<file path="src/rtl/pe_pkg.sv">
// ----------------------------------------------------------------------------
// pe_pkg
// Shared definitions for the MAC processing element:
//   - default widths/depth used by mac_pe_param
//   - controller state encoding
//   - small helpers for signed accumulator limits
// ----------------------------------------------------------------------------
package pe_pkg;

    localparam int DATA_W_DEF = 16;
    localparam int DEPTH_DEF  = 8;
    localparam int ACC_W_DEF  = 40;

    typedef enum logic [1:0] {
        ST_IDLE = 2'd0,
        ST_COMP = 2'd1,
        ST_DONE = 2'd2
    } pe_state_t;

endpackage : pe_pkg

</file>
<file path="src/rtl/pe_mac.sv">
// ----------------------------------------------------------------------------
// pe_mac
// Purely combinational multiply-accumulate step:
//   acc_out = acc_in + w * a
// The product is formed at full 2*DATA_W signed precision, sign-extended to
// ACC_W and added with one guard bit so overflow can be detected. With
// SAT != 0 the result clamps to the signed ACC_W range, otherwise it wraps.
//
// Ports
//   acc_in  : ACC_W   signed running accumulator
//   w       : DATA_W  signed weight
//   a       : DATA_W  signed activation
//   acc_out : ACC_W   signed updated accumulator
// ----------------------------------------------------------------------------
module pe_mac #(
    parameter int DATA_W = 16,
    parameter int ACC_W  = 40,
    parameter int SAT    = 1
) (
    input  logic signed [ACC_W-1:0]  acc_in,
    input  logic signed [DATA_W-1:0] w,
    input  logic signed [DATA_W-1:0] a,
    output logic signed [ACC_W-1:0]  acc_out
);

    localparam int PROD_W = 2 * DATA_W;

    localparam logic [ACC_W-1:0] ACC_MAX = {1'b0, {(ACC_W-1){1'b1}}};
    localparam logic [ACC_W-1:0] ACC_MIN = {1'b1, {(ACC_W-1){1'b0}}};

    logic signed [PROD_W-1:0] w_ext;
    logic signed [PROD_W-1:0] a_ext;
    logic signed [PROD_W-1:0] product;
    logic signed [ACC_W:0]    acc_wide;
    logic signed [ACC_W:0]    prod_wide;
    logic signed [ACC_W:0]    sum;
    logic                     overflow;

    // Operands are widened before the multiply so the full-precision
    // product never depends on context-width rules.
    always_comb begin
        w_ext     = {{DATA_W{w[DATA_W-1]}}, w};
        a_ext     = {{DATA_W{a[DATA_W-1]}}, a};
        product   = w_ext * a_ext;
        acc_wide  = {acc_in[ACC_W-1], acc_in};
        prod_wide = {{(ACC_W+1-PROD_W){product[PROD_W-1]}}, product};
        sum       = acc_wide + prod_wide;
        // The guard bit disagreeing with the ACC_W sign bit means the true
        // result left the representable signed range.
        overflow  = sum[ACC_W] ^ sum[ACC_W-1];
        acc_out   = sum[ACC_W-1:0];
        if ((SAT != 0) && overflow) begin
            acc_out = sum[ACC_W] ? ACC_MIN : ACC_MAX;
        end
    end

endmodule : pe_mac

</file>
<file path="src/rtl/mac_pe_param.sv">
// ----------------------------------------------------------------------------
// mac_pe_param
// Parameterised MAC processing element. Holds DEPTH signed weights and
// activations and, on request, computes their dot product one entry per
// cycle into a signed ACC_W accumulator (optionally saturating).
//
// Ports
//   clk, rst_n        : clock, asynchronous active-low reset
//   wr_w, wr_a        : write data_in into weight / activation entry wr_idx
//   wr_idx            : IDX_W write index
//   data_in           : DATA_W write data
//   shift, shift_in   : shift activations down one entry, shift_in enters top
//   start, acc_mode   : launch a dot product; acc_mode=1 keeps the old acc
//   clear             : zero accumulator/result and abort to IDLE
//   busy              : dot product in progress (register files frozen)
//   out_valid         : result available on data_out
//   out_ready         : consumer accepts result
//   data_out          : ACC_W signed result
// ----------------------------------------------------------------------------
module mac_pe_param
    import pe_pkg::*;
#(
    parameter int DATA_W = DATA_W_DEF,
    parameter int DEPTH  = DEPTH_DEF,
    parameter int ACC_W  = ACC_W_DEF,
    parameter int SAT    = 1,
    localparam int IDX_W = $clog2(DEPTH)
) (
    input  logic              clk,
    input  logic              rst_n,
    input  logic              wr_w,
    input  logic              wr_a,
    input  logic [IDX_W-1:0]  wr_idx,
    input  logic [DATA_W-1:0] data_in,
    input  logic              shift,
    input  logic [DATA_W-1:0] shift_in,
    input  logic              start,
    input  logic              acc_mode,
    input  logic              clear,
    output logic              busy,
    output logic              out_valid,
    input  logic              out_ready,
    output logic [ACC_W-1:0]  data_out
);

    localparam logic [IDX_W-1:0] LAST_IDX = IDX_W'(DEPTH - 1);

    pe_state_t state;
    pe_state_t next_state;

    logic [IDX_W-1:0]         idx;
    logic signed [DATA_W-1:0] w_reg [DEPTH];
    logic signed [DATA_W-1:0] a_reg [DEPTH];
    logic signed [ACC_W-1:0]  acc;
    logic signed [ACC_W-1:0]  mac_out;
    logic signed [DATA_W-1:0] w_sel;
    logic signed [DATA_W-1:0] a_sel;
    logic                     rf_open;
    logic                     last_mac;

    assign rf_open  = (state != ST_COMP);
    assign last_mac = (state == ST_COMP) && (idx == LAST_IDX);
    assign w_sel    = w_reg[idx];
    assign a_sel    = a_reg[idx];

    pe_mac #(
        .DATA_W (DATA_W),
        .ACC_W  (ACC_W),
        .SAT    (SAT)
    ) u_mac (
        .acc_in  (acc),
        .w       (w_sel),
        .a       (a_sel),
        .acc_out (mac_out)
    );

    always_ff @(posedge clk or negedge rst_n) begin
        if (!rst_n) begin
            state <= ST_IDLE;
        end else begin
            state <= next_state;
        end
    end

    // clear is checked last so it overrides start and out_ready.
    always_comb begin
        next_state = state;
        busy       = 1'b0;
        out_valid  = 1'b0;
        case (state)
            ST_IDLE: begin
                if (start) begin
                    next_state = ST_COMP;
                end
            end
            ST_COMP: begin
                busy = 1'b1;
                if (idx == LAST_IDX) begin
                    next_state = ST_DONE;
                end
            end
            ST_DONE: begin
                out_valid = 1'b1;
                if (out_ready) begin
                    next_state = ST_IDLE;
                end
            end
            default: begin
                next_state = ST_IDLE;
            end
        endcase
        if (clear) begin
            next_state = ST_IDLE;
        end
    end

    // Accumulator, MAC index and result register. acc_mode is only looked at
    // on the launching edge; the accumulator otherwise persists between dot
    // products so results can be chained.
    always_ff @(posedge clk or negedge rst_n) begin
        if (!rst_n) begin
            acc      <= '0;
            idx      <= '0;
            data_out <= '0;
        end else if (clear) begin
            acc      <= '0;
            idx      <= '0;
            data_out <= '0;
        end else begin
            case (state)
                ST_IDLE: begin
                    if (start) begin
                        idx <= '0;
                        if (!acc_mode) begin
                            acc <= '0;
                        end
                    end
                end
                ST_COMP: begin
                    acc <= mac_out;
                    idx <= idx + IDX_W'(1);
                    if (last_mac) begin
                        data_out <= mac_out;
                    end
                end
                default: begin
                end
            endcase
        end
    end

    // Weight file: written only when not computing, and only if no shift is
    // requested on the same edge.
    always_ff @(posedge clk or negedge rst_n) begin
        if (!rst_n) begin
            for (int i = 0; i < DEPTH; i++) begin
                w_reg[i] <= '0;
            end
        end else if (rf_open && !shift && wr_w) begin
            w_reg[wr_idx] <= data_in;
        end
    end

    // Activation file: shift has top priority, then a direct write only if no
    // weight write claims the same edge.
    always_ff @(posedge clk or negedge rst_n) begin
        if (!rst_n) begin
            for (int i = 0; i < DEPTH; i++) begin
                a_reg[i] <= '0;
            end
        end else if (rf_open) begin
            if (shift) begin
                for (int i = 0; i < DEPTH - 1; i++) begin
                    a_reg[i] <= a_reg[i+1];
                end
                a_reg[DEPTH-1] <= shift_in;
            end else if (!wr_w && wr_a) begin
                a_reg[wr_idx] <= data_in;
            end
        end
    end

endmodule : mac_pe_param

</file>
<file path="config.mk">
export PLATFORM = sky130hd
export DESIGN_NAME = mac_pe_param
export DESIGN_NICKNAME = d
export VERILOG_FILES = /design/src/rtl/pe_pkg.sv /design/src/rtl/pe_mac.sv /design/src/rtl/mac_pe_param.sv
export SDC_FILE = /design/constraint.sdc
export NUM_CORES = 2
export LEC_CHECK = 0
export BUFFER_PORTS_ARGS = -buffer_cell sky130_fd_sc_hd__clkbuf_2
export CORE_UTILIZATION = 55
export CTS_BUF_LIST = sky130_fd_sc_hd__clkbuf_2 sky130_fd_sc_hd__clkbuf_4 sky130_fd_sc_hd__clkbuf_8
export DETAILED_ROUTE_END_ITERATION = 7
export PLACE_DENSITY = 0.75
export SYNTH_ARGS = -nofsm -noshare
export SYNTH_HDL_FRONTEND = slang
export SYNTH_SLANG_ARGS = --single-unit
</file>
<file path="constraint.sdc">
create_clock -name clk -period 15.1 [get_ports clk]
set_clock_uncertainty 0.15 [all_clocks]
set_input_delay 0.755 -clock clk [delete_from_list [all_inputs] [get_ports clk]]
set_output_delay 0.755 -clock clk [all_outputs]
set_load 0.02 [all_outputs]
</file>
# Word level (Yosys, flattened, before mapping)
# Index checks and enable logic that the tools add are counted.
# word_totals
ff_bits	341
output_inout_bits	42
wordCells	85
# classes
magnitude_cmp	3
n_mul	1
n_addsub	2
bitwise_logic	3
n_reduce_logical	17
eq_ne	8
mux	31
# op_table
op	count
$mux W40	8
$bwmux W128	2
$mux W128	2
$bmux W16 S3	2
$mux W16	5
$pmux W40 S2	1
$demux W16 S3	1
$add A40 B32 Y41	1
$mul A16 B16 Y32	1
$ne A3 B3 Y1 const B	3
$ge A4 B4 Y1 const B	2
$mux W2	4
$not A3 Y4	2
$mux W3	2
$pmux W2 S3	1
$pmux W3 S2	1
$reduce_and A2 Y1	3
$reduce_and A3 Y1	2
$reduce_bool A2 Y1	3
$logic_and A1 B1 Y1	5
$lt A4 B1 Y1 const B	1
$add A3 B1 Y3 const B	1
$eq A3 B3 Y1 const B	1
$ne A3 B2 Y1 const B	1
other kinds (8)	10

# Logic depth before layout (Yosys ltp)
# logic_depth
word_depth	11
mapped_depth	31

# Modules after synthesis
# From an unflattened synthesis, not the netlist that was laid out.
# unflattened
hier_cells	2743
hier_area_um2	28741.3
# by_module_without_submodules
mod	area_each_um2	seq_area_each_um2	instances	cells_per_inst
mac_pe_param	15660.0	8533.2	1	1271
pe_mac	13081.3	0.0	1	1472

# Worst setup path after synthesis
# OpenSTA, ideal clock, no wires.
# synth_path
path_kind	reg-to-reg
start	reg idx[0]
end	reg acc[10]
t_arrival_ps	8493
period_less_slack_ps	8769
path_stages_with_launch	30
path_slack_ps	6331
path_buffers	5
setup_time_ps	126
path_cell_list	dfrtp_1 -> buf_1 -> buf_1 -> mux4_2 -> mux2_2 -> nand2_1 -> fa_1 -> inv_1 -> fa_1 -> inv_1 -> fa_1 -> fa_1 -> inv_1 -> fa_1 -> inv_1 -> fa_1 -> inv_1 -> ha_1 -> buf_2 -> nand2_1 -> o21ai_1 -> nand3_1 -> a31oi_1 -> or3_1 -> o41ai_1 -> a211oi_4 -> a21oi_2 -> buf_6 -> buf_6 -> a221o_1
# synth_via
elab_chain_len	10
elab_cells_between_ends	14
cone_classes	add/sub: 1; mul: 1; mux: 10; bitwise: 2
# synth_lines
item	line_no	text
start, declared	mac_pe_param.sv:51	logic [IDX_W-1:0] idx;
start signal, assigned	mac_pe_param.sv:141	idx <= idx + IDX_W'(1);
$not A3 Y4 (not written as such) *	mac_pe_param.sv:63, mac_pe_param.sv:64	
$bmux W16 S3, on equally long branches	mac_pe_param.sv:63, mac_pe_param.sv:64	
$mux W16, on equally long branches (2 in series)	mac_pe_param.sv:63, mac_pe_param.sv:64	
$mul A16 B16 Y32 *	pe_mac.sv:44	product = w_ext * a_ext;
$add A40 B32 Y41 *	pe_mac.sv:47	sum = acc_wide + prod_wide;
$mux W40 or $xor A1 B1 Y1 (tied branches)	pe_mac.sv:53, pe_mac.sv:50	
$mux W40 *	pe_mac.sv:52	if ((SAT != 0) && overflow) begin
$pmux W40 S2 *	mac_pe_param.sv:130	case (state)
$mux W40 *	mac_pe_param.sv:125	end else if (clear) begin
end signal, assigned	mac_pe_param.sv:140	acc <= mac_out;
end, declared	mac_pe_param.sv:54	logic signed [ACC_W-1:0] acc;
# Every way passes the cells marked *; elsewhere a longest branch is shown, timed or not. The select of a mux whose other input is x is not followed.
# A chain may end at the register's enable or synchronous reset.

# Worst setup path in the final report
# layout_path
start	reg idx[0]
end	reg data_out[3]
# layout_via
elab_chain_len	11
elab_cells_between_ends	19
cone_classes	add/sub: 1; mul: 1; eq/ne: 1; mux: 11; bitwise: 2; reduce/logical: 3
# layout_lines
item	line_no	text
$not A3 Y4 (not written as such)	mac_pe_param.sv:63, mac_pe_param.sv:64	
$bmux W16 S3, on equally long branches	mac_pe_param.sv:63, mac_pe_param.sv:64	
$mux W16, on equally long branches (2 in series)	mac_pe_param.sv:63, mac_pe_param.sv:64	
$mul A16 B16 Y32	pe_mac.sv:44	
$add A40 B32 Y41	pe_mac.sv:47	
$mux W40 or $xor A1 B1 Y1 (tied branches)	pe_mac.sv:53, pe_mac.sv:50	
$mux W40	pe_mac.sv:52	
$mux W40	mac_pe_param.sv:142	if (last_mac) begin
$mux W40	mac_pe_param.sv:130	
$mux W40	mac_pe_param.sv:125	
end signal, assigned	mac_pe_param.sv:143	data_out <= mac_out;
end, declared	mac_pe_param.sv:43	output logic [ACC_W-1:0] data_out
# Several ways; a longest one is shown, not always the timed one. The select of a mux whose other input is x is not followed.

==> flow_summary.json <==
{
  "status": "complete, but fails checks",
  "failed_checks": "hold timing",
  "grt_pass1_vias": 21125,
  "cts_root_buffer": "clkbuf_8",
  "hpwl_um": 51500,
  "crit_type": "flip-flop to flip-flop",
  "top_layer": "met4",
  "met3_length_um": 5300,
  "cts_max_level": 2,
  "grt_pass1_wl_um": 115000,
  "finalCritPeriodShare_pct": 67.6,
  "finalWirelength_um": 69500,
  "rows": 82,
  "hold_buffers": 0,
  "fin_nets": 3207,
  "synth_seq_area_share_pct": 30.3,
  "final_area_sq_um": 30200,
  "die_area_sq_um": 52100,
  "antenna_found_initial": 0,
  "place_congestion": 0.917,
  "io_pins": 86,
  "area_growth_pct": 7.33,
  "fin_util_pct": 60.1,
  "critPathRequiredTime_ns": 15.53,
  "r2r_slack_ns": 4.89,
  "final_layout_size_suffix_gt1_share_pct": 16.7,
  "period_needed_ns": 10.21,
  "dpl_cell_area_sq_um": 29100,
  "r2r-end": "data_out[3]",
  "synth-edff-count": 0,
  "async_flop_share_pct": 100,
  "vias": 19989,
  "wl_met1_um": 30200,
  "whs_ns": -0.0305,
  "rsz0062_at_grt": "false",
  "cp-start-kind": "flip-flop",
  "cts_sinks": 341,
  "synth_cells": 2682,
  "max_freq_ghz": 0.0980,
  "cap_viol_max_count": 0,
  "setup_viol": 0,
  "clk_pin_slew_worst_paths_ns": 0.06,
  "fin_setup_tns_ns": 0,
  "syn_area_sq_um": 28100,
  "ff2ff_path_depth": 25,
  "core_sq_um": 50300,
  "critPathLaunch": "idx[0]",
  "clockBufferDepth": 3,
  "tightest_slew_ns": 1.39,
  "cts_post_setup_buffers_inserted": 0,
  "clock_latency_ns": 0.66,
  "ys_ff_latch": 341,
  "initial_core_util_pct": 56.0,
  "num_antenna_cells": 0,
  "cts_tree": "built",
  "drt-pass1-iter-count": 5,
  "grt_usage_pct": 27.8,
  "post_cts_resized": 0,
  "hold_path_class": "input port to async pin",
  "yosys_warnings": 0,
  "syn_avg_cell_area_sq_um": 10.5,
  "hold_viol": 7,
  "yosysUniqueCellTypes": 67,
  "cp_max_fo": 43,
  "cts_buffers": 55,
  "drc": 0,
  "grt_max_degree": 111,
  "ant_nets": 0,
  "arrival_ns": 10.64,
  "end_kind": "flip-flop",
  "port_buffers": 85,
  "synthFlopType": "dfrtp_1",
  "wl_per_cell_um": 20.3,
  "slew_headroom_pct": 4.51,
  "timing.rr.start": "idx[0]",
  "vias_per_cell": 5.85,
  "die_width_um": 228,
  "met2_length_um": 32200,
  "overflow": 0,
  "finalMaxSlewViolations": 0,
  "synth_nets": 3180,
  "fp.dieH_um": 228,
  "endpoint": "data_out[3]",
  "initialDrtViolationCount": 1489
}
-- per-stage QoR --
step | hold WS, ns | cells | setup WS, ns
global route | 0.0760 | 3418 | 4.27
finish | -0.0305 | 3418 | 4.89
floorplan | 0.307 | 2682 | 6.33
detailed placement | 0.342 | 3324 | 4.91
global placement | 0.332 | 3324 | 5.11
CTS | 0.0390 | 3418 | 4.85
-- cells in the mapped netlist, types with 5 or more instances --
library cell  count  area share (%)
inv_1           423             5.6
dfrtp_1         341              30
fa_1            334              24
nor2_1          282             3.8
a21oi_1         263             4.7
nand2_1         167             2.2
mux2_2          155             6.2
ha_1            120             5.3
clkbuf_1         99             1.3
a221o_1          76             2.7
mux4_2           64             5.1
o21ai_0          39            0.69
nor2b_1          32            0.71
a22oi_1          29            0.77
buf_1            28            0.37
xnor2_1          25            0.78
mux2i_1          24            0.85
a21o_1           16            0.43
nand3_1          15            0.27
and2_1           11            0.24
buf_2            10            0.18
xor2_1           10            0.31
buf_6             9            0.36
nand2b_1          9            0.20
nor3_1            9            0.16
a31oi_1           7            0.16
and3_1            7            0.16
o21a_1            7            0.19
o21bai_1          7            0.19
nand4_1           6            0.13
a211oi_1          5            0.13
o211ai_1          5            0.13
-- cells in the final DEF (no fill, tap or decap), types with 15 or more instances in the layout --
cell,netlist,routed
o21ai_0,39,39
xnor2_1,25,25
buf_4,0,32
mux4_2,64,64
a22oi_1,29,29
a221o_1,76,76
clkbuf_4,0,24
a21o_1,16,16
nand3_1,15,15
dfrtp_1,341,338
a21oi_1,263,262
nand2_1,167,167
ha_1,120,120
clkbuf_2,0,83
nor2_1,282,274
mux2i_1,24,24
nor2b_1,32,32
clkbuf_8,0,61
mux2_2,155,155
fa_1,334,334
inv_1,423,423
-- cell families after synthesis --
family | share of synthesized area, %
AOI/OAI and AO/OA | 11.2
xor gates and xnor gates | 1.15
adders and majority gates | 29.1
buffers and inverters | 7.89
DFF | 30.3
muxes | 12.2
and+or+nand+nor | 8.19
-- critical path, stage by stage, from the launching register on --
cell and delay, ns:
dfrtp_4 0.74, buf_4 0.80, mux4_2 0.62, mux2i_1 0.76, nor2_1 0.16, inv_1 0.12, fa_1 0.43, inv_1 0.12
fa_1 0.43, inv_1 0.31, fa_1 0.60, fa_1 0.74, inv_1 0.20, fa_1 0.51, inv_1 0.04, fa_1 0.47
inv_1 0.04, ha_1 0.36, a21oi_1 0.24, o21ai_1 0.12, nand3_1 0.09, a31oi_1 0.14, o41ai_1 0.60, a211oi_4 0.17
a21oi_4 0.81, a221o_1 0.28
-- layer usage --
metal / global-route usage [%] / up-vias
met2: 44.0 / 789
met1: 39.6 / 10180
met4: 7.72 / 0
li1: - / 8901
met5: 0 / -
met3: 4.94 / 119
-- worst min path at each step --
stage | from | to | slack (ns)
floorplan | rst_n | a_reg[0] | 0.31
global placement | w_reg[110] | w_reg[110] | 0.33
detailed placement | w_reg[92] | w_reg[92] | 0.34
CTS | rst_n | a_reg[29] | 0.04
global route | rst_n | a_reg[29] | 0.08
finish | rst_n | a_reg[29] | -0.03
-- cell type report --
| class | count | area [sq um] |
|---|---|---|
| multi-input combinational | 1771 | 17400 |
| inverter | 424 | 1590 |
| fill | 4162 | 20100 |
| tap | 672 | 841 |
| timing repair buffer | 116 | 671 |
| clock inverter | 9 | 100 |
| clock buffer | 85 | 1020 |
| sequential | 341 | 8540 |
Power is left out: the tool's default activity adds up to more than one toggle a clock period on the data nets, which glitch-free logic cannot reach.
